$ cat src/rtl/ps2_pkg.sv
// Shared definitions for the PS/2 command arbiter: FSM encoding and
// protocol byte constants.
package ps2_pkg;

  typedef enum logic [2:0] {
    IDLE,
    H_SEND,
    H_WAIT_SENT,
    H_WAIT_ACK,
    H_DONE,
    H_ERR
  } arb_state_t;

  localparam logic [7:0] PS2_ACK      = 8'hFA;
  localparam logic [7:0] PS2_RESEND   = 8'hFE;
  localparam logic [1:0] PS2_ERR_NONE = 2'b00;

endpackage

$ cat src/rtl/ps2_timeout_ctr.sv
// Saturating cycle counter. Expired flags the enabled cycle on which the
// count reaches LIMIT, so the owner reacts exactly LIMIT cycles after clear.
module ps2_timeout_ctr #(
  parameter int WIDTH = 24,
  parameter int LIMIT = 2000000
) (
  input  logic CLK,
  input  logic RESET,
  input  logic clr,
  input  logic en,
  output logic expired
);

  logic [WIDTH-1:0] count;

  always_ff @(posedge CLK or posedge RESET) begin
    if (RESET) begin
      count <= '0;
    end else if (clr) begin
      count <= '0;
    end else if (en && (count != '1)) begin
      count <= count + 1'b1;
    end
  end

  assign expired = en && !clr && (count >= WIDTH'(LIMIT - 1));

endmodule

$ cat src/rtl/ps2_cmd_arbiter.sv
// Shares the PS/2 transmitter/receiver between the mouse master SM and a
// host command channel that runs command/ack/argument/ack transactions.
module ps2_cmd_arbiter
  import ps2_pkg::*;
#(
  parameter int ACK_TIMEOUT   = 2000000,
  parameter int RETRY_MAX     = 2,
  parameter int WINDOW_CYCLES = 50000
) (
  input  logic       CLK,
  input  logic       RESET,
  input  logic       SM_SEND_BYTE,
  input  logic [7:0] SM_BYTE_TO_SEND,
  output logic       SM_BYTE_SENT,
  input  logic       SM_READ_ENABLE,
  output logic       SM_BYTE_READY,
  input  logic       SM_PKT_DONE,
  output logic       TX_SEND_BYTE,
  output logic [7:0] TX_BYTE,
  input  logic       TX_BYTE_SENT,
  input  logic [7:0] RX_BYTE_READ,
  input  logic [1:0] RX_ERROR_CODE,
  input  logic       RX_BYTE_READY,
  output logic       RX_READ_ENABLE,
  input  logic       HOST_REQ,
  input  logic [7:0] HOST_CMD,
  input  logic       HOST_HAS_ARG,
  input  logic [7:0] HOST_ARG,
  output logic       HOST_BUSY,
  output logic       HOST_DONE,
  output logic       HOST_ERR
);

  localparam int WW = $clog2(WINDOW_CYCLES + 1);
  localparam int RW = $clog2(RETRY_MAX + 2);

  arb_state_t    state;
  logic          link_up;
  logic [WW-1:0] window_ctr;
  logic [7:0]    cmd_q;
  logic [7:0]    arg_q;
  logic          has_arg_q;
  logic          phase;
  logic [RW-1:0] retry;
  logic          tx_send_q;
  logic [7:0]    tx_byte_q;
  logic          rx_rd_q;
  logic          busy_q;
  logic          done_q;
  logic          err_q;

  logic       host_active;
  logic       grant;
  logic       rx_good;
  logic [7:0] cur_byte;
  logic       to_clr;
  logic       to_en;
  logic       to_expired;

  assign host_active = (state != IDLE);
  assign grant       = (state == IDLE) && HOST_REQ && link_up &&
                       (window_ctr != '0) && !SM_SEND_BYTE;
  assign rx_good     = (RX_ERROR_CODE == PS2_ERR_NONE);
  assign cur_byte    = phase ? arg_q : cmd_q;

  // Each wait (byte-sent, then ack) gets its own full timeout budget.
  assign to_clr = (state == H_SEND) || ((state == H_WAIT_SENT) && TX_BYTE_SENT);
  assign to_en  = (state == H_WAIT_SENT) || (state == H_WAIT_ACK);

  ps2_timeout_ctr #(
    .WIDTH (24),
    .LIMIT (ACK_TIMEOUT)
  ) u_timeout (
    .CLK     (CLK),
    .RESET   (RESET),
    .clr     (to_clr),
    .en      (to_en),
    .expired (to_expired)
  );

  assign TX_SEND_BYTE   = tx_send_q;
  assign TX_BYTE        = tx_byte_q;
  assign SM_BYTE_SENT   = host_active ? 1'b0 : TX_BYTE_SENT;
  assign SM_BYTE_READY  = host_active ? 1'b0 : RX_BYTE_READY;
  assign RX_READ_ENABLE = (SM_READ_ENABLE && !host_active) || rx_rd_q;
  assign HOST_BUSY      = busy_q;
  assign HOST_DONE      = done_q;
  assign HOST_ERR       = err_q;

  always_ff @(posedge CLK or posedge RESET) begin
    if (RESET) begin
      link_up    <= 1'b0;
      window_ctr <= '0;
    end else if (SM_PKT_DONE) begin
      link_up    <= 1'b1;
      window_ctr <= WW'(WINDOW_CYCLES);
    end else if (window_ctr != '0) begin
      window_ctr <= window_ctr - 1'b1;
    end
  end

  // NOTE: sequential state uses <= so every register samples pre-edge values;
  // blocking here would let later statements see already-updated state.
  always_ff @(posedge CLK or posedge RESET) begin
    if (RESET) begin
      state     <= IDLE;
      cmd_q     <= '0;
      arg_q     <= '0;
      has_arg_q <= 1'b0;
      phase     <= 1'b0;
      retry     <= '0;
      tx_send_q <= 1'b0;
      tx_byte_q <= '0;
      rx_rd_q   <= 1'b0;
      busy_q    <= 1'b0;
      done_q    <= 1'b0;
      err_q     <= 1'b0;
    end else begin
      tx_send_q <= 1'b0;
      rx_rd_q   <= 1'b0;
      done_q    <= 1'b0;
      err_q     <= 1'b0;
      case (state)
        IDLE: begin
          tx_send_q <= SM_SEND_BYTE;
          tx_byte_q <= SM_BYTE_TO_SEND;
          if (grant) begin
            cmd_q     <= HOST_CMD;
            arg_q     <= HOST_ARG;
            has_arg_q <= HOST_HAS_ARG;
            phase     <= 1'b0;
            retry     <= '0;
            busy_q    <= 1'b1;
            tx_send_q <= 1'b1;
            tx_byte_q <= HOST_CMD;
            state     <= H_SEND;
          end
        end
        H_SEND: state <= H_WAIT_SENT;
        H_WAIT_SENT: begin
          if (TX_BYTE_SENT) begin
            state <= H_WAIT_ACK;
          end else if (to_expired) begin
            err_q  <= 1'b1;
            busy_q <= 1'b0;
            state  <= H_ERR;
          end
        end
        H_WAIT_ACK: begin
          if (RX_BYTE_READY) begin
            rx_rd_q <= 1'b1;
            if (rx_good && (RX_BYTE_READ == PS2_ACK)) begin
              if (!phase && has_arg_q) begin
                phase     <= 1'b1;
                retry     <= '0;
                tx_send_q <= 1'b1;
                tx_byte_q <= arg_q;
                state     <= H_SEND;
              end else begin
                done_q <= 1'b1;
                busy_q <= 1'b0;
                state  <= H_DONE;
              end
            end else if (rx_good && (RX_BYTE_READ == PS2_RESEND) &&
                         (retry < RW'(RETRY_MAX))) begin
              retry     <= retry + 1'b1;
              tx_send_q <= 1'b1;
              tx_byte_q <= cur_byte;
              state     <= H_SEND;
            end else begin
              err_q  <= 1'b1;
              busy_q <= 1'b0;
              state  <= H_ERR;
            end
          end else if (to_expired) begin
            err_q  <= 1'b1;
            busy_q <= 1'b0;
            state  <= H_ERR;
          end
        end
        H_DONE, H_ERR: begin
          phase <= 1'b0;
          retry <= '0;
          state <= IDLE;
        end
        default: state <= IDLE;
      endcase
    end
  end

endmodule

$ cat config.mk
export PLATFORM = sky130hd
export DESIGN_NAME = ps2_cmd_arbiter
export DESIGN_NICKNAME = d
export VERILOG_FILES = /design/src/rtl/ps2_pkg.sv /design/src/rtl/ps2_timeout_ctr.sv /design/src/rtl/ps2_cmd_arbiter.sv
export SDC_FILE = /design/constraint.sdc
export NUM_CORES = 1
export LEC_CHECK = 0
export ABC_AREA = 0
export BUFFER_PORTS_ARGS = -buffer_cell sky130_fd_sc_hd__buf_4
export CORE_ASPECT_RATIO = 1.5
export CORE_MARGIN = 2
export CORE_UTILIZATION = 41
export DETAILED_ROUTE_END_ITERATION = 16
export GPL_TIMING_DRIVEN = 0
export HOLD_SLACK_MARGIN = 0.06
export PLACE_DENSITY_LB_ADDON = 0.15
export SYNTH_ARGS = -nofsm -noshare
export SYNTH_HDL_FRONTEND = slang
export SYNTH_SLANG_ARGS = --single-unit
$ cat constraint.sdc
create_clock -name CLK -period 2.3 [get_ports CLK]
set_input_delay 0.23 -clock CLK [delete_from_list [all_inputs] [get_ports CLK]]
set_output_delay 0.23 -clock CLK [all_outputs]
set_load 0.02 [all_outputs]
==> results.toml, run 1 <==
[layout]
area_growth_pct = 23.5
postLayoutCellArea_sq_um = 5060
nets = 561
drive_gt1_share_pct = 21.1
antenna_cells = 0
finalCoreUtilization_pct = 52.2

[yosys]
synth_top_area_share_pct = 47.1
syn_nets = 490
synth_top_flop_cell = "dfrtp_1"
yosys_warnings = 0
synth_edf_count = 0
syn_area_sq_um = 4090
synthTopCellsByCount = "dfrtp_1 (77), nand2_1 (71), nor2_1 (41)"
yosys.area.top_type = "dfrtp_1"
yosysMostFrequentCell = "dfrtp_1"
synthCells = 445
yosysUniqueCellTypes = 55
synth.avg_cell_area_sq_um = 9.20
synthTopCellsByArea = "dfrtp_1 (47%), nand2_1 (6.5%), nor2_1 (3.8%)"
yosysSeqAreaShare_pct = 47.1
async_flop_share_pct = 100
ys_ff_latch = 77

[drt]
antenna_left = 0
vias = 3514
drc = 0
drtIter0Drc = 228
firstDrtPassIters = 5
viasPerCell = 5.53
wl_mm = 10.2
wl_per_cell_um = 16.0

[setup_path]
endpoint_kind = "register"
worstPathArrival_ns = 2.42
slowest_delay_ns = 0.61
path_class = "reg -> reg"
r2r_slack_ns = 0.09
cp.required_ns = 2.51
critical_path.top_delay_family = "simple AND/OR/NAND/NOR gates"
crit_fanout = 6
cp_slowest_cell = "nor4_2"
cp_num_buf_inv = 0
cp-start-kind = "register"
cp_cell_sequence = "nor4_2, nand4_1, nand2_1, nor3_1, or3b_2"

[placed_design]
placed_cell_area_sq_um = 4690
place_ws_ns = -0.0382
hpwl_mm = 7.46
port-buffer-count = 57
place_congestion = 0.858

[sta]
slew_viol_final = 0
finalWorstSetupSlack_ns = 0.0874
fmax_mhz = 452
hold_violations = 0
tightest_slew_ns = 0.827
fin_crit_ns = 2.21
fin_crit_sh_pct = 96.2
skew_ns = 0.00660
setup_violations = 0
relSlewSlack_pct = 44.6
worst_hold_slack_ns = 0.0775

[clocking]
cts_made_buffers = 9
clockRootBuffer = "clkbuf_16"
cts_tree = "done"
worst_skew_pair.late_latency_ns = 0.34
cts_num_sinks = 77
htree_levels = 3
path_clk_slew_ns = 0.06
cts_buffer_depth = 2

[floorplan]
coreArea_sq_um = 9690
dieArea_sq_um = 10800
fp.dieH_um = 126
initial_core_util_pct = 42.2
io_pins = 58
num_rows = 44
die_x_um = 85.6

[power]
power.static_leakage_nw = 2.21
finalPower_mw = 4.73
powerDensity_nw_per_um2 = 935
peakVddDrop_v = 0.000636

[outcome]
status = "finished, final reports clean"

[global_routing]
grt.overflow.total = 0
grt_antenna_before_repair = 0
grt_pass1_wl_mm = 17.1
grt_max_degree = 61
grtUsageTotal_pct = 20.0
grt_pass1_vias = 3546

[worst_hold_path]
hold_path.class = "in -> reg"

[flow_run]
maxCapViolCount = 0
==> final timing paths <==
kind	from	to	cells past startpoint
worst max register to register	window_ctr[12]	window_ctr[9]	5
max in group asynchronous	RESET	window_ctr[5]	4
worst min-delay path	HOST_ARG[6]	arg_q[6]	3
worst max-delay path	window_ctr[12]	window_ctr[9]	5
worst min register to register	arg_q[0]	arg_q[0]	2
min in group asynchronous	RESET	u_timeout.count[3]	3
==> area by class of cell <==
class                           instances  area, sq um
Sequential cell                        77         1930
Buffer                                 18          114
Clock inverter                          7         75.1
Inverter                                9         36.3
Multi-Input combinational cell        341         2060
Fill cell                             891         4630
Timing Repair Buffer                   60          473
Clock buffer                            9          225
Tap cell                              115          144
==> cell families after synthesis <==
| logic type | synth area share [%] |
|---|---|
| and+or+nand+nor | 29.1 |
| AOI/OAI and AO/OA | 12.7 |
| DFF | 47.1 |
| xor gates and xnor gates | 6.21 |
| buffers and inverters | 3.55 |
| muxes | 0.734 |
| adders and majority gates | 0.611 |
==> state kept, by name (all words and copies together) (netlist names) <==
signal           flops
u_timeout.count     24
HOST_ERR             1
TX_BYTE              8
HOST_BUSY            1
link_up              1
arg_q                8
cmd_q                8
window_ctr          16
retry                2
state                3
phase                1
TX_SEND_BYTE         1
rx_rd_q              1
HOST_DONE            1
has_arg_q            1
==> metal layers <==
layer  track usage [%]  part of all wire (%)  vias to the layer above
met3              3.90                   3.0                       18
li1                  -                     -                     1724
met5                 0                     0                        -
met4              9.06                   2.8                        0
met2              34.9                    54                       67
met1              23.4                    40                     1705
==> worst min-delay path: stages <==
cell and delay, ns:
buf_4 0.07, nand2_1 0.04, nand2_1 0.04
==> power by group <==
| part | leakage, nW | switching (mW) | total, mW | internal, mW |
|---|---|---|---|---|
| sequential | 0.976 | 0.212 | 1.87 | 1.65 |
| clock | 0.150 | 0.580 | 1.43 | 0.845 |
| combinational | 1.09 | 0.814 | 1.44 | 0.622 |
==> cells in the final DEF (no fill, tap or decap), types with 5 or more instances in the layout <==
cell,instances
nor2b_1,8
nor2_1,41
a211oi_1,20
inv_1,8
and2_1,6
or3_1,5
xor2_1,15
nand3_1,15
nand4_1,12
nor4_1,5
xnor2_1,14
o21ai_0,13
and3_1,9
and4_1,6
dfrtp_1,77
a21oi_1,18
nand2_1,71
nor3_1,20
clkbuf_16,9
nand2b_1,11
buf_4,61
clkbuf_1,8
==> repair_timing <==
item / CTS / global route
pin swaps: 0 / 1
gates resized for setup: 3 / 7
hold endpoints to repair: 17 / 0
hold buffers: 1 / 0
endpoints found under the setup margin: 7 / 20
buffers inserted: 0 / 1
==> stage by stage <==
| stage | TNS [ns] | cells |
|---|---|---|
| 5_1_grt | -0.323 | 636 |
| 4_1_cts | 0 | 635 |
| 2_1_floorplan | 0 | 445 |
| 6_report | 0 | 636 |
| 3_5_place_dp | -0.0556 | 618 |
| 3_3_place_gp | -72.38 | 617 |
(Power assumes the default switching activity.)
==> run 2, diff against run 1 <==
CORE_UTILIZATION = 50   (was 41)
==> run 2 against run 1 <==
Effect of this change: core utilization is 12 points higher; sequential power hardly changed; cell count is 1.3% lower; sequential share of layout area is 0.12 points lower; hold slack better by 0.0010 ns; via count is 0.28% higher; worst setup slack better by 0.079 ns; combinational power hardly changed; total power is 0.75% higher; first-iteration DRC count is 20% lower; largest cell class unchanged.
==> results.toml, run 2 (same netlist as run 1, synthesis figures left out) <==
[outcome]
status = "finished, final reports clean"

[sta]
relSlewSlack_pct = 43.2
skew_ns = 0.00748
tightest_slew_ns = 0.849
setup_violations = 0
hold_violations = 0
slew_viol_final = 0
fin_crit_ns = 2.13
fin_crit_sh_pct = 92.8
fmax_mhz = 469

[power]
powerDensity_nw_per_um2 = 939
power_frac_seq_pct = 39.5
clockPowerShare_pct = 30.8
p_switching_mw = 1.56
intPower_mw = 3.20
power.static_leakage_nw = 2.22
comb_power_share_pct = 29.7
swShare_pct = 32.8
finalPower_mw = 4.76
peakVddDrop_v = 0.000615

[layout]
final_common_cell = "dfrtp_1"
final_cell_mix = "dfrtp_1 (77), nand2_1 (71), buf_4 (63), nor2_1 (41)"
finalCoreUtilization_pct = 63.7
regMostFlops = "u_timeout.count"
antenna_cells = 0
nets = 563
reg.largest.list = "u_timeout.count x24, window_ctr x16"
drive_gt1_share_pct = 20.7
largest_register_ffs = 24
area_growth_pct = 23.9
fill_cells = 658

[drt]
antenna_left = 0
wl_per_cell_um = 15.7
firstDrtPassIters = 4
vias = 3524
drc = 0
viasPerCell = 5.61
drtIter0Drc = 183
wl_mm = 9.85

[global_routing]
grt_pass1_vias = 3515
met2_usage_pct = 42.6
grt_max_degree = 46
use_met1_pct = 24.9
grt_pass1_wl_mm = 16.1
grtUsageTotal_pct = 23.1
grt.overflow.total = 0
grt_antenna_before_repair = 0
use_met3_pct = 4.32
top_usage_layer = "met2"

[floorplan]
num_rows = 40
initial_core_util_pct = 51.4
fp.dieH_um = 115
coreArea_sq_um = 7960
io_pins = 58
dieArea_sq_um = 8940
die_x_um = 77.9

[placed_design]
port-buffer-count = 57
hpwl_mm = 7.32
place_congestion = 0.851

[clocking]
cts_made_buffers = 9
cts_buffer_depth = 2
cts_tree = "done"
worst_skew_pair.late_latency_ns = 0.34
clockRootBuffer = "clkbuf_16"
cts_num_sinks = 77
htree_levels = 3
path_clk_slew_ns = 0.06

[flow_run]
maxCapViolCount = 0

[setup_path]
crit_fanout = 10
cp-start-kind = "register"
endpoint_kind = "register"
rr_startpoint = "window_ctr[0]"
path_class = "reg -> reg"
cp.required_ns = 2.51
worstPathArrival_ns = 2.35
r2r_slack_ns = 0.17
reg2reg_depth = 9
r2r-end = "TX_BYTE[0]"

[worst_hold_path]
hold_path.class = "in -> reg"
min-delay-start = "HOST_ARG[0]"
whs_path_depth = 3
hold_path_end = "arg_q[0]"
==> run 2: cell count changes in the layout (fill, tap and decap cells not counted), moves of 2 or more <==
cell	delta
buf_4	+2
clkbuf_8	+3
clkinv_4	-3
clkbuf_1	+2
==> run 2: stage by stage <==
stage / instances / area (sq um) / hold slack (ns) / worst slack (ns) / TNS [ns]
floorplan: 445 / 4090 / 0.335 / 0.103 / 0
global route: 628 / 5070 / 0.0840 / -0.0115 / -0.0115
detailed placement: 608 / 4680 / 0.274 / -0.0605 / -0.0957
finish: 628 / 5070 / 0.0785 / 0.166 / 0
CTS: 625 / 5010 / 0.0689 / 0.0257 / 0
global placement: 607 / 4650 / 0.422 / -0.871 / -66.81
==> run 2: critical path, stage by stage (launching register included) <==
cell      delay [ns]
dfrtp_1         0.42
inv_1           0.09
ha_1            0.25
nor4b_4         0.30
nand4_4         0.19
and2_2          0.26
buf_4           0.17
buf_6           0.15
nand2_1         0.11
a211oi_2        0.07
==> run 2: final cells by class <==
cell class,instances,area [sq um],area share (%)
multi-input cells,341,2060,40.7
well taps,105,131,2.59
plain buffers,18,113,2.22
flip-flops and latches,77,1930,38.0
repair buffers,62,488,9.62
inverters,9,36.3,0.715
clock buffers,13,270,5.33
clock inverters,3,42.5,0.839
==> run 2: per-layer routing <==
metal  vias up  part of all wire [%]  wire [um]
met3        22                   2.9        285
met1      1717                    39       3870
met2        61                    55       5440
li1       1724                     -          -
met5         -                     0          0
met4         0                   2.6        252
==> run 2: power groups by stage <==
stage / clock network (mW) / registers [mW] / logic [mW]
finish: 1.47 / 1.88 / 1.42
CTS: 1.49 / 1.88 / 1.43
global route: 1.55 / 1.91 / 1.58
global placement: 0 / 1.88 / 1.38
detailed placement: 0 / 1.89 / 1.41
floorplan: 0 / 1.94 / 0.860
==> run 2: how the worst max path moves through the flow <==
stage / start / to / slack (ns) / cells past startpoint
after global routing: window_ctr[0] / TX_BYTE[0] / -0.01 / 9
after detailed placement: window_ctr[0] / TX_BYTE[0] / -0.06 / 9
after global placement: RESET / arg_q[3] / -0.87 / 2
after CTS: window_ctr[0] / TX_BYTE[0] / 0.03 / 9
final: window_ctr[0] / TX_BYTE[0] / 0.17 / 9
after floorplan: RESET / HOST_BUSY / 0.10 / 1
==> run 2: repair_timing <==
action                                  4_1_cts  5_1_grt
cloned                                        0        0
hold buffers                                  1        0
gates resized for setup                       2        5
setup buffers                                 0        3
endpoints found under the hold margin        32        0
pin swaps                                     0        1
endpoints found under the setup margin       15       18
